### src/rtl/bcd_scan_display.sv
// Iterative binary-to-BCD converter (double-dabble, one bit per clock) with a
// multiplexed common-anode seven-segment scanner. Optional macro: LEADING_ZERO_BLANK_EN.
module bcd_scan_display #(
    parameter int WIDTH       = 14,
    parameter int DIGITS      = 4,
    parameter int REFRESH_DIV = 16
) (
    input  logic                  clk,
    input  logic                  rst,
    input  logic                  start,
    input  logic [WIDTH-1:0]      d_in,
    output logic                  busy,
    output logic                  done,
    output logic                  overflow,
    output logic [4*DIGITS-1:0]   bcd_out,
    output logic [6:0]            seg,
    output logic [DIGITS-1:0]     an
);

    localparam int BW = 4 * DIGITS;
    localparam int CW = $clog2(WIDTH + 1);
    localparam int RW = $clog2(REFRESH_DIV);
    localparam int IW = (DIGITS > 1) ? $clog2(DIGITS) : 1;

    function automatic longint pow10(input int n);
        longint p = 1;
        for (int i = 0; i < n; i++) p = p * 10;
        return p;
    endfunction

    localparam logic [63:0] MAX_VAL = 64'(pow10(DIGITS) - 1);

    function automatic logic [6:0] decode(input logic [3:0] v);
        case (v)
            4'd0:    return 7'b1000000;
            4'd1:    return 7'b1111001;
            4'd2:    return 7'b0100100;
            4'd3:    return 7'b0110000;
            4'd4:    return 7'b0011001;
            4'd5:    return 7'b0010010;
            4'd6:    return 7'b0000010;
            4'd7:    return 7'b1111000;
            4'd8:    return 7'b0000000;
            4'd9:    return 7'b0010000;
            default: return 7'b1111111;
        endcase
    endfunction

    typedef enum logic {IDLE, SHIFT} state_t;

    state_t              state_q, state_d;
    logic [WIDTH-1:0]    shift_q, shift_d;
    logic [BW-1:0]       scratch_q, scratch_d;
    logic [CW-1:0]       cnt_q, cnt_d;
    logic                pend_ovf_q, pend_ovf_d;
    logic [BW-1:0]       bcd_q, bcd_d;
    logic                ovf_q, ovf_d;
    logic                done_q, done_d;
    logic [RW-1:0]       ref_q, ref_d;
    logic [IW-1:0]       idx_q, idx_d;
    logic [BW-1:0]       adj;
    logic [BW-1:0]       scratch_sh;

    always_ff @(posedge clk) begin
        if (rst) begin
            state_q    <= IDLE;
            shift_q    <= '0;
            scratch_q  <= '0;
            cnt_q      <= '0;
            pend_ovf_q <= 1'b0;
            bcd_q      <= '0;
            ovf_q      <= 1'b0;
            done_q     <= 1'b0;
            ref_q      <= '0;
            idx_q      <= '0;
        end else begin
            state_q    <= state_d;
            shift_q    <= shift_d;
            scratch_q  <= scratch_d;
            cnt_q      <= cnt_d;
            pend_ovf_q <= pend_ovf_d;
            bcd_q      <= bcd_d;
            ovf_q      <= ovf_d;
            done_q     <= done_d;
            ref_q      <= ref_d;
            idx_q      <= idx_d;
        end
    end

    always_comb begin
        state_d    = state_q;
        shift_d    = shift_q;
        scratch_d  = scratch_q;
        cnt_d      = cnt_q;
        pend_ovf_d = pend_ovf_q;
        bcd_d      = bcd_q;
        ovf_d      = ovf_q;
        done_d     = 1'b0;

        adj = scratch_q;
        for (int i = 0; i < DIGITS; i++) begin
            if (adj[4*i +: 4] >= 4'd5) adj[4*i +: 4] = adj[4*i +: 4] + 4'd3;
        end
        scratch_sh = {adj[BW-2:0], shift_q[WIDTH-1]};

        case (state_q)
            IDLE: begin
                if (start) begin
                    shift_d    = d_in;
                    scratch_d  = '0;
                    cnt_d      = CW'(WIDTH);
                    pend_ovf_d = (64'(d_in) > MAX_VAL);
                    state_d    = SHIFT;
                end
            end
            SHIFT: begin
                scratch_d = scratch_sh;
                shift_d   = shift_q << 1;
                cnt_d     = cnt_q - 1'b1;
                if (cnt_q == CW'(1)) begin
                    // Saturate so the display never shows a truncated value.
                    bcd_d   = pend_ovf_q ? {DIGITS{4'h9}} : scratch_sh;
                    ovf_d   = pend_ovf_q;
                    done_d  = 1'b1;
                    state_d = IDLE;
                end
            end
            default: state_d = IDLE;
        endcase
    end

    always_comb begin
        ref_d = ref_q + 1'b1;
        idx_d = idx_q;
        if (ref_q == RW'(REFRESH_DIV - 1)) begin
            ref_d = '0;
            idx_d = (idx_q == IW'(DIGITS - 1)) ? '0 : idx_q + 1'b1;
        end
    end

    always_comb begin
        int  msd;
        logic blank;
        msd = 0;
        for (int i = 0; i < DIGITS; i++) begin
            if (bcd_q[4*i +: 4] != 4'd0) msd = i;
        end
`ifdef LEADING_ZERO_BLANK_EN
        blank = (int'(idx_q) > msd);
`else
        blank = 1'b0;
`endif
        seg = blank ? 7'b1111111 : decode(bcd_q[4*idx_q +: 4]);
        an  = ~(DIGITS'(1) << idx_q);
    end

    assign busy     = (state_q == SHIFT);
    assign done     = done_q;
    assign overflow = ovf_q;
    assign bcd_out  = bcd_q;

endmodule
### config.mk
export PLATFORM = sky130hd
export DESIGN_NAME = bcd_scan_display
export DESIGN_NICKNAME = d
export VERILOG_FILES = /design/src/rtl/bcd_scan_display.sv
export SDC_FILE = /design/constraint.sdc
export NUM_CORES = 1
export LEC_CHECK = 0
export CORE_ASPECT_RATIO = 0.9
export CORE_MARGIN = 2
export CORE_UTILIZATION = 60
export CTS_BUF_LIST = sky130_fd_sc_hd__clkbuf_8
export CTS_CLUSTER_SIZE = 24
export DETAILED_ROUTE_END_ITERATION = 16
export PLACE_DENSITY = 0.95
export SYNTH_ARGS = -nofsm -noshare
export SYNTH_HDL_FRONTEND = slang
export SYNTH_SLANG_ARGS = --single-unit
### constraint.sdc
create_clock -name clk -period 4 [get_ports clk]
set_input_delay 0.8 -clock clk [delete_from_list [all_inputs] [get_ports clk]]
set_output_delay 0.8 -clock clk [all_outputs]
set_load 0.02 [all_outputs]
==> flow_metrics.py <==
metrics = {
    "yosys": {
        "synth_mux_area_share_pct": 10.19,
        "syn-num-nets": 412,
        "synth_top_area_share_pct": 38.98,
        "ys_async_sr_fraction_pct": 0,
        "synth_edf_count": 0,
        "ys.flop_type": "dfxtp_1",
        "yosys-top-cells-area": "dfxtp_1, nor2_1, ha_1, mux2i_1, a21oi_1",
        "synth_top_family_by_area": "simple AND/OR/NAND/NOR gates",
        "synth_area_per_cell_um2": 8.218,
        "synth_top_area_cell": "dfxtp_1",
        "yosysUniqueCellTypes": 36,
        "synth-xor-area-share_pct": 1.949,
        "yosysWarnings": 0,
        "synth_compound_area_share_pct": 14.21,
        "syn_area_um2": 3082,
        "yosys.area_share.simple_pct": 20.10,
        "syn_inst": 375,
        "synthAdderAreaFrac_pct": 8.120,
        "yosysSeqAreaShare_pct": 38.98,
        "yosys_register_bits": 60,
    },
    "global_routing": {
        "grtUsageTotal_pct": 25.21,
        "grt_pass1_wl_um": 11250,
        "grt-ovfl-total": 0,
        "grt_max_degree": 73,
        "antenna_found_initial": 0,
        "first_global_vias": 2481,
    },
    "clock_tree": {
        "cts_tree": "done",
        "clockBufferDepth": 2,
        "post_cts_buffers": 0,
        "cts_sinks": 60,
        "cts.clk_slew.worst_paths_ns": 0.07,
        "insertion_delay_ns": 0.33,
        "h-tree-depth": 3,
        "cts_hold_buffers": 0,
        "cts_root_buf": "clkbuf_8",
        "post_cts_resized": 0,
        "cts_buffers": 9,
    },
    "worst_setup_path": {
        "start_kind": "register",
        "crit_buf_inv": 2,
        "slowest_stage": "mux4_2",
        "cp-end-kind": "output pin",
        "cp_max_fo": 9,
        "cp-startpoint": "idx_q[0]",
        "cpPeakStageDelay_ns": 0.66,
        "cp_top_family": "buffers and inverters",
        "cp.required_ns": 3.20,
        "r2r_start": "busy",
        "worstPathCellList": "mux4_2, inv_1, ha_1, a22oi_1, clkdlybuf4s50_1",
        "path_class": "reg2out",
        "worst_ep_arrival_time_ns": 2.80,
    },
    "floorplan": {
        "core-area_um2": 4895,
        "die_h_um": 71.99,
        "ios": 47,
        "die_area_um2": 5726,
        "rows": 24,
        "start_util_pct": 62.96,
        "die_w_um": 79.55,
    },
    "sta": {
        "max_clock_freq_mhz": 277.8,
        "worst_slew_pin_slew_ns": 1.083,
        "drv_slew": 0,
        "finalClockSkew_ns": 0.006411,
        "setup_violations": 0,
        "finalCriticalPeriod_ns": 3.600,
        "final_hold_viol_count": 0,
        "grt_setup_unrepaired": "no",
        "fin_crit_sh_pct": 90.00,
        "slew-limit-headroom_pct": 27.58,
        "fin_ws_ns": 0.4000,
        "setup_tns_ns": 0,
    },
    "routing": {
        "drc": 0,
        "wl_um": 7015,
        "antenna_left": 0,
        "wl_met2_um": 3567,
        "viasPerCell": 5.643,
        "dr_wl_met3_um": 340,
        "num_vias": 2703,
        "wl_per_cell_um": 14.65,
        "dr.first_iter.drc_count": 267,
        "met1Wirelength_um": 2973,
        "dr.pass1.iters": 5,
        "top_layer_used": "met4",
    },
    "place": {
        "pre_cts_ws_ns": 0.7468,
        "numPortBuffers": 46,
        "post_dp_cell_area_um2": 3518,
        "place_congestion": 0.7997,
        "dpl.hpwl_um": 4749,
    },
    "layout": {
        "antennaDiodeCount": 0,
        "final_common_cell": "nor2_1",
        "nets": 446,
        "final_area_um2": 3734,
        "n_fill_cell": 316,
        "utilization_pct": 76.28,
        "final_cell_mix": "nor2_1, dfxtp_1, clkdlybuf4s50_1, a21oi_1",
        "drive_gt1_share_pct": 6.763,
        "area_growth_pct": 21.15,
    },
    "power_and_ir_drop": {
        "power.total_mw": 1.344,
        "power.leakage_nw": 1.511,
        "ir_worst_vdd_uv": 270.9,
        "power_density_nw_per_um2": 359.9,
    },
    "min_path": {
        "min_path_type": "reg2reg",
        "min_from": "overflow",
    },
    "run_status": {
        "status": "completed",
    },
    "flow_run": {
        "drv_cap": 0,
    },
}
cells by family (layout without fill, tap and decap cells):
logic type | count (synthesis) | count (layout)
DFF | 60 | 60
xor gates and xnor gates | 6 | 6
muxes | 27 | 27
and+or+nand+nor | 138 | 138
buffers and inverters | 47 | 86
AOI/OAI and AO/OA | 77 | 77
adders and majority gates | 20 | 20
flip-flops by register name (all words and copies together), names as in the netlist:
register,flops
bcd_out,16
scratch_q,16
shift_q,14
cnt_q,4
ref_q,4
idx_q,2
busy,1
done,1
overflow,1
pend_ovf_q,1
stage by stage:
step	std cells	hold WS [ns]
finish	479	0.4704
global route	479	0.5020
CTS	479	0.4676
detailed placement	463	0.4553
global placement	463	0.4448
floorplan	375	0.4482
worst min-delay path: cells and delay by family, from the launching register on:
kind               cells  cell delay (ns)
DFF                    1             0.32
and+or+nand+nor        1             0.05
AOI/OAI and AO/OA      1             0.05
where the power goes:
part / internal [mW] / switching, mW / total (mW)
logic: 0.0545 / 0.0712 / 0.126
registers: 0.617 / 0.0143 / 0.631
clock network: 0.348 / 0.239 / 0.587
final cells by class:
cell class | count | area [um^2] | share of cell area, %
clock buffers | 9 | 123.9 | 3.318
clock inverters | 7 | 91.34 | 2.446
inverters | 22 | 82.58 | 2.212
multi-input cells | 268 | 1682 | 45.04
flip-flops and latches | 60 | 1202 | 32.21
well taps | 65 | 81.33 | 2.178
repair buffers | 48 | 470.5 | 12.60
metal layers:
metal	GRT usage [%]	vias up
met5	0	-
met3	4.851	12
li1	-	1345
met4	12.07	0
met2	43.88	74
met1	29.99	1272
cell usage after synthesis (8+ instances only):
master	count
nand2b_1	8
inv_1	22
ha_1	20
a21oi_1	42
a22oi_1	10
o21ai_0	11
nand2_1	20
dfxtp_1	60
mux2i_1	22
nor3_1	15
clkbuf_1	16
nor2_1	76
nor3b_1	9
worst paths after layout:
check	endpoint	cells after the start	slack, ns
hold / removal	overflow	2	0.47
hold reg to reg	overflow	2	0.47
setup / recovery	seg[3]	5	0.40
setup reg to reg	bcd_out[5]	5	1.62
No activity file was read; power rests on OpenSTA's default activity.
==> variant 1, RTL diff (same flow settings) <==
The output `done` loses its register stage (`done_q` becomes a continuous assignment).
--- a/src/rtl/bcd_scan_display.sv
+++ b/src/rtl/bcd_scan_display.sv
@@ -70,7 +70,6 @@
             pend_ovf_q <= 1'b0;
             bcd_q      <= '0;
             ovf_q      <= 1'b0;
-            done_q     <= 1'b0;
             ref_q      <= '0;
             idx_q      <= '0;
         end else begin
@@ -81,11 +80,12 @@
             pend_ovf_q <= pend_ovf_d;
             bcd_q      <= bcd_d;
             ovf_q      <= ovf_d;
-            done_q     <= done_d;
             ref_q      <= ref_d;
             idx_q      <= idx_d;
         end
     end
+
+    assign done_q = done_d;
 
     always_comb begin
         state_d    = state_q;
Check against the original RTL: same outputs for any inputs over 10 cycles, from zero or initial values and one cycle with rst high; that may be too few to reach the edited logic, so the function may still have changed.
==> variant 1 against the original RTL <==
  * Final area decreased by 2.1%
  * Worst setup slack improved by 0.025 ns
  * Sequential cell count down 1
  * Global-route usage grew 1.3 points
  * Hold slack improved by 0.012 ns
  * Die area is 0.93% lower
  * Total power fell by 12%
  * Area after synthesis shrank 0.97%
  * Via count is 2.3% higher
  * Count of clock-buffer cells in the layout stayed put
  * First-iteration DRC count down 0.75%
  * Wire length grew 2.0%
  * Largest cell class unchanged
  * Largest power group unchanged
==> variant 1: results (changes against the original RTL) <==
* Share of cells above drive strength 1 at 0.06053 (was 0.06763)
* First-pass GRT wire length at 11.67 mm (was 11.25 mm)
* Int Power at 873.8 uW (was 1.019 mW)
* Top post-synthesis cells by area: dfxtp_1 39%, nor2_1 9.2%, ha_1 8.2% (was dfxtp_1 39%, nor2_1 9.3%, ha_1 8.1%)
* Sink Count at 59 (was 60)
* DP Wirelength at 4.628 mm (was 4.749 mm)
* Post-Syn Area per Cell at 8.203 um2 (was 8.218 um2)
* Post-Synth Adder-Cell Area at 0.08200 (was 0.08120)
* P per Cell Area at 324.9 nW/um2 (was 359.9 nW/um2)
* Lkg Pwr at 1.499 nW (was 1.511 nW)
* Syn nets at 409 (was 412)
* Skew final at 0.007402 ns (was 0.006411 ns)
* Outcome: completed (unchanged)
* Drt initial violations at 265 (was 267)
* Worst stage delay on the critical path at 0.64 ns (was 0.66 ns)
* Seq/total area at 0.3236 (was 0.3221)
* Cells on worst reg2reg path at 6 (was 5)
* FF-to-FF setup slack at 1.73 ns (was 1.62 ns)
* Final std cells w/o fill at 478 (was 479)
* Number of global-route vias before repair at 2558 (was 2481)
* Mux contribution to synthesized area at 0.1029 (was 0.1019)
* Dpl cells at 462 (was 463)
* Rel. slew slack at 0.3096 (was 0.2758)
* Worst hold margin at 0.4820 ns (was 0.4704 ns)
* Post-Synth XOR/XNOR Area at 0.01968 (was 0.01949)
* Fill count at 344 (was 316)
* Bufs w/o clock at 49 (was 48)
* Worst r2r dst: bcd_out[11]$_SDFFE_PP0P_ (was bcd_out[5]$_SDFFE_PP0P_)
* Register area share after synthesis at 0.3870 (was 0.3898)
* Area after DPL at 3500 um2 (was 3518 um2)
* Vias per inst at 5.782 (was 5.643)
* Reg2reg start: cnt_q[0]$_SDFFE_PP0P_ (was busy$_SDFF_PP0_)
* Count of cell types in the netlist at 35 (was 36)
* Buffer share of cell area at 0.1308 (was 0.1260)
variant 1: cell types whose count changed after synthesis, sizes merged:
cell / delta
dfxtp: -1
clkbuf: -3
inv: +1
nor2: -1
and3: -1
buf: +2
variant 1: worst max-delay path by stage:
stage	from	end	slack (ns)	cells after the start
finish	idx_q[0]$_SDFFE_PP0P_	seg[3]	0.43	5
global route	idx_q[0]$_SDFFE_PP0P_	seg[3]	0.22	5
CTS	idx_q[0]$_SDFFE_PP0P_	seg[3]	0.43	5
detailed placement	idx_q[0]$_SDFFE_PP0P_	seg[3]	0.78	5
global placement	idx_q[0]$_SDFFE_PP0P_	seg[3]	0.86	5
floorplan	idx_q[0]$_SDFFE_PP0P_	seg[1]	1.32	6
variant 1: metal layers:
| metal | global-route usage | vias to the layer above | routed length (um) |
|---|---|---|---|
| li1 | - | 1333 | - |
| met1 | 0.3288 | 1303 | 3093 |
| met2 | 0.4313 | 104 | 3490 |
| met3 | 0.05542 | 24 | 390 |
| met4 | 0.1494 | 0 | 177 |
| met5 | 0 | - | 0 |
==> variant 2, RTL diff (same flow settings) <==
Made on the original files. Build with the macro `LEADING_ZERO_BLANK_EN` defined.
--- a/src/rtl/bcd_scan_display.sv
+++ b/src/rtl/bcd_scan_display.sv
@@ -1,5 +1,7 @@
 // Iterative binary-to-BCD converter (double-dabble, one bit per clock) with a
 // multiplexed common-anode seven-segment scanner. Optional macro: LEADING_ZERO_BLANK_EN.
+`define LEADING_ZERO_BLANK_EN
+
 module bcd_scan_display #(
     parameter int WIDTH       = 14,
     parameter int DIGITS      = 4,
Function: same outputs for any inputs over 10 cycles, from zero or initial values and one cycle with rst high; that may be too few to reach the edited logic, so the function may still have changed.
==> variant 2 against the original RTL <==
  * Via count increased by 7.1%
  * Sequential power grew 1%
  * Hold slack got worse by 0.010 ns
  * Sequential cell count stayed put
  * Wire length increased by 4.9%
  * Total power up 1.3%
  * Final cell count rose by 3.5%
  * Core utilization fell by 2.1 points
  * Worst setup slack worse by 0.23 ns
  * Area after synthesis grew 3.0%
  * Final area up 2.6%
  * Register-to-register slack improved by 0.12 ns
  * Sequential share of layout area down 0.81 points
  * Non-clock buffer count grew 1
  * Largest power group unchanged
==> variant 2: results (changes against the original RTL) <==
* GP Congestion at 0.8665 (was 0.7997)
* Number of global-route vias before repair at 2674 (was 2481)
* Syn Inst Count at 388 (was 375)
* Final net count at 463 (was 446)
* Outcome: completed (unchanged)
* WL met3 at 422 um (was 340 um)
* Area after DPL at 3627 um2 (was 3518 um2)
* First-pass GRT wire length at 11.83 mm (was 11.25 mm)
* Worst path arrival time at 3.03 ns (was 2.80 ns)
* Measured slew at the worst slew-check pin at 1.029 ns (was 1.083 ns)
* Top post-synthesis cells by area: dfxtp_1 38%, nor2_1 9.2%, ha_1 8.7% (was dfxtp_1 39%, nor2_1 9.3%, ha_1 8.1%)
* Largest net degree at the start of global routing at 61 (was 73)
* Final std cells w/o fill at 496 (was 479)
* Vias per inst at 5.837 (was 5.643)
* Lkg Pwr at 1.566 nW (was 1.511 nW)
* Cells on worst reg2reg path at 4 (was 5)
* FF-to-FF setup slack at 1.74 ns (was 1.62 ns)
* Drt initial violations at 241 (was 267)
* Skew final at 0.008503 ns (was 0.006411 ns)
* Syn nets at 427 (was 412)
* Worst path slowest cell: clkdlybuf4s50_1 (was mux4_2)
* Total track usage at 0.2615 (was 0.2521)
* Int Power at 1.013 mW (was 1.019 mW)
* Worst stage delay on the critical path at 0.63 ns (was 0.66 ns)
* Comb pwr at 168 uW (was 126 uW)
* VDD IR max at 0.2701 mV (was 0.2709 mV)
* Commonest cells post-synth: 78 x nor2_1, 60 x dfxtp_1, 43 x a21oi_1 (was 76 x nor2_1, 60 x dfxtp_1, 42 x a21oi_1, 22 x inv_1, 22 x mux2i_1)
* DP Wirelength at 5.156 mm (was 4.749 mm)
* Count of cell types in the netlist at 38 (was 36)
variant 2: cell type report:
| cell class | instances | area, um2 |
|---|---|---|
| fill | 362 | 1331 |
| timing repair buffer | 49 | 478.0 |
| clock buffer | 11 | 151.4 |
| clock inverter | 5 | 51.30 |
| multi-input combinational | 282 | 1780 |
| inverter | 22 | 82.58 |
| sequential | 60 | 1202 |
| tap | 67 | 83.83 |
variant 2: logic make-up after synthesis:
| family | Yosys count | share of synthesized area |
|---|---|---|
| and+or+nand+nor | 145 | 0.2110 |
| AOI/OAI and AO/OA | 82 | 0.1479 |
| DFF | 60 | 0.3785 |
| buffers and inverters | 46 | 0.06033 |
| muxes | 27 | 0.09897 |
| adders and majority gates | 22 | 0.08675 |
| xor gates and xnor gates | 6 | 0.01656 |
variant 2: stage by stage:
stage / power, mW / util
after floorplan: 0.7549 / -
after global placement: 0.8109 / 0.7028
after detailed placement: 0.8187 / 0.7028
after CTS: 1.365 / 0.7421
after global routing: 1.409 / 0.7421
final: 1.362 / 0.7421
variant 2: how the worst max path moves through the flow:
stage / startpoint / endpoint / slack [ns] / cells past startpoint
floorplan: bcd_out[15]$_SDFFE_PP0P_ / seg[3] / 1.01 / 8
global placement: bcd_out[15]$_SDFFE_PP0P_ / seg[3] / 0.68 / 9
detailed placement: bcd_out[15]$_SDFFE_PP0P_ / seg[3] / 0.58 / 9
CTS: bcd_out[15]$_SDFFE_PP0P_ / seg[3] / 0.20 / 9
global route: bcd_out[15]$_SDFFE_PP0P_ / seg[3] / 0.09 / 9
finish: bcd_out[15]$_SDFFE_PP0P_ / seg[3] / 0.17 / 9
variant 2: per-layer routing:
metal / up-vias / track usage
met1: 1378 / 0.3130
met5: - / 0
met4: 0 / 0.1299
met3: 18 / 0.06312
met2: 95 / 0.4407
li1: 1404 / -
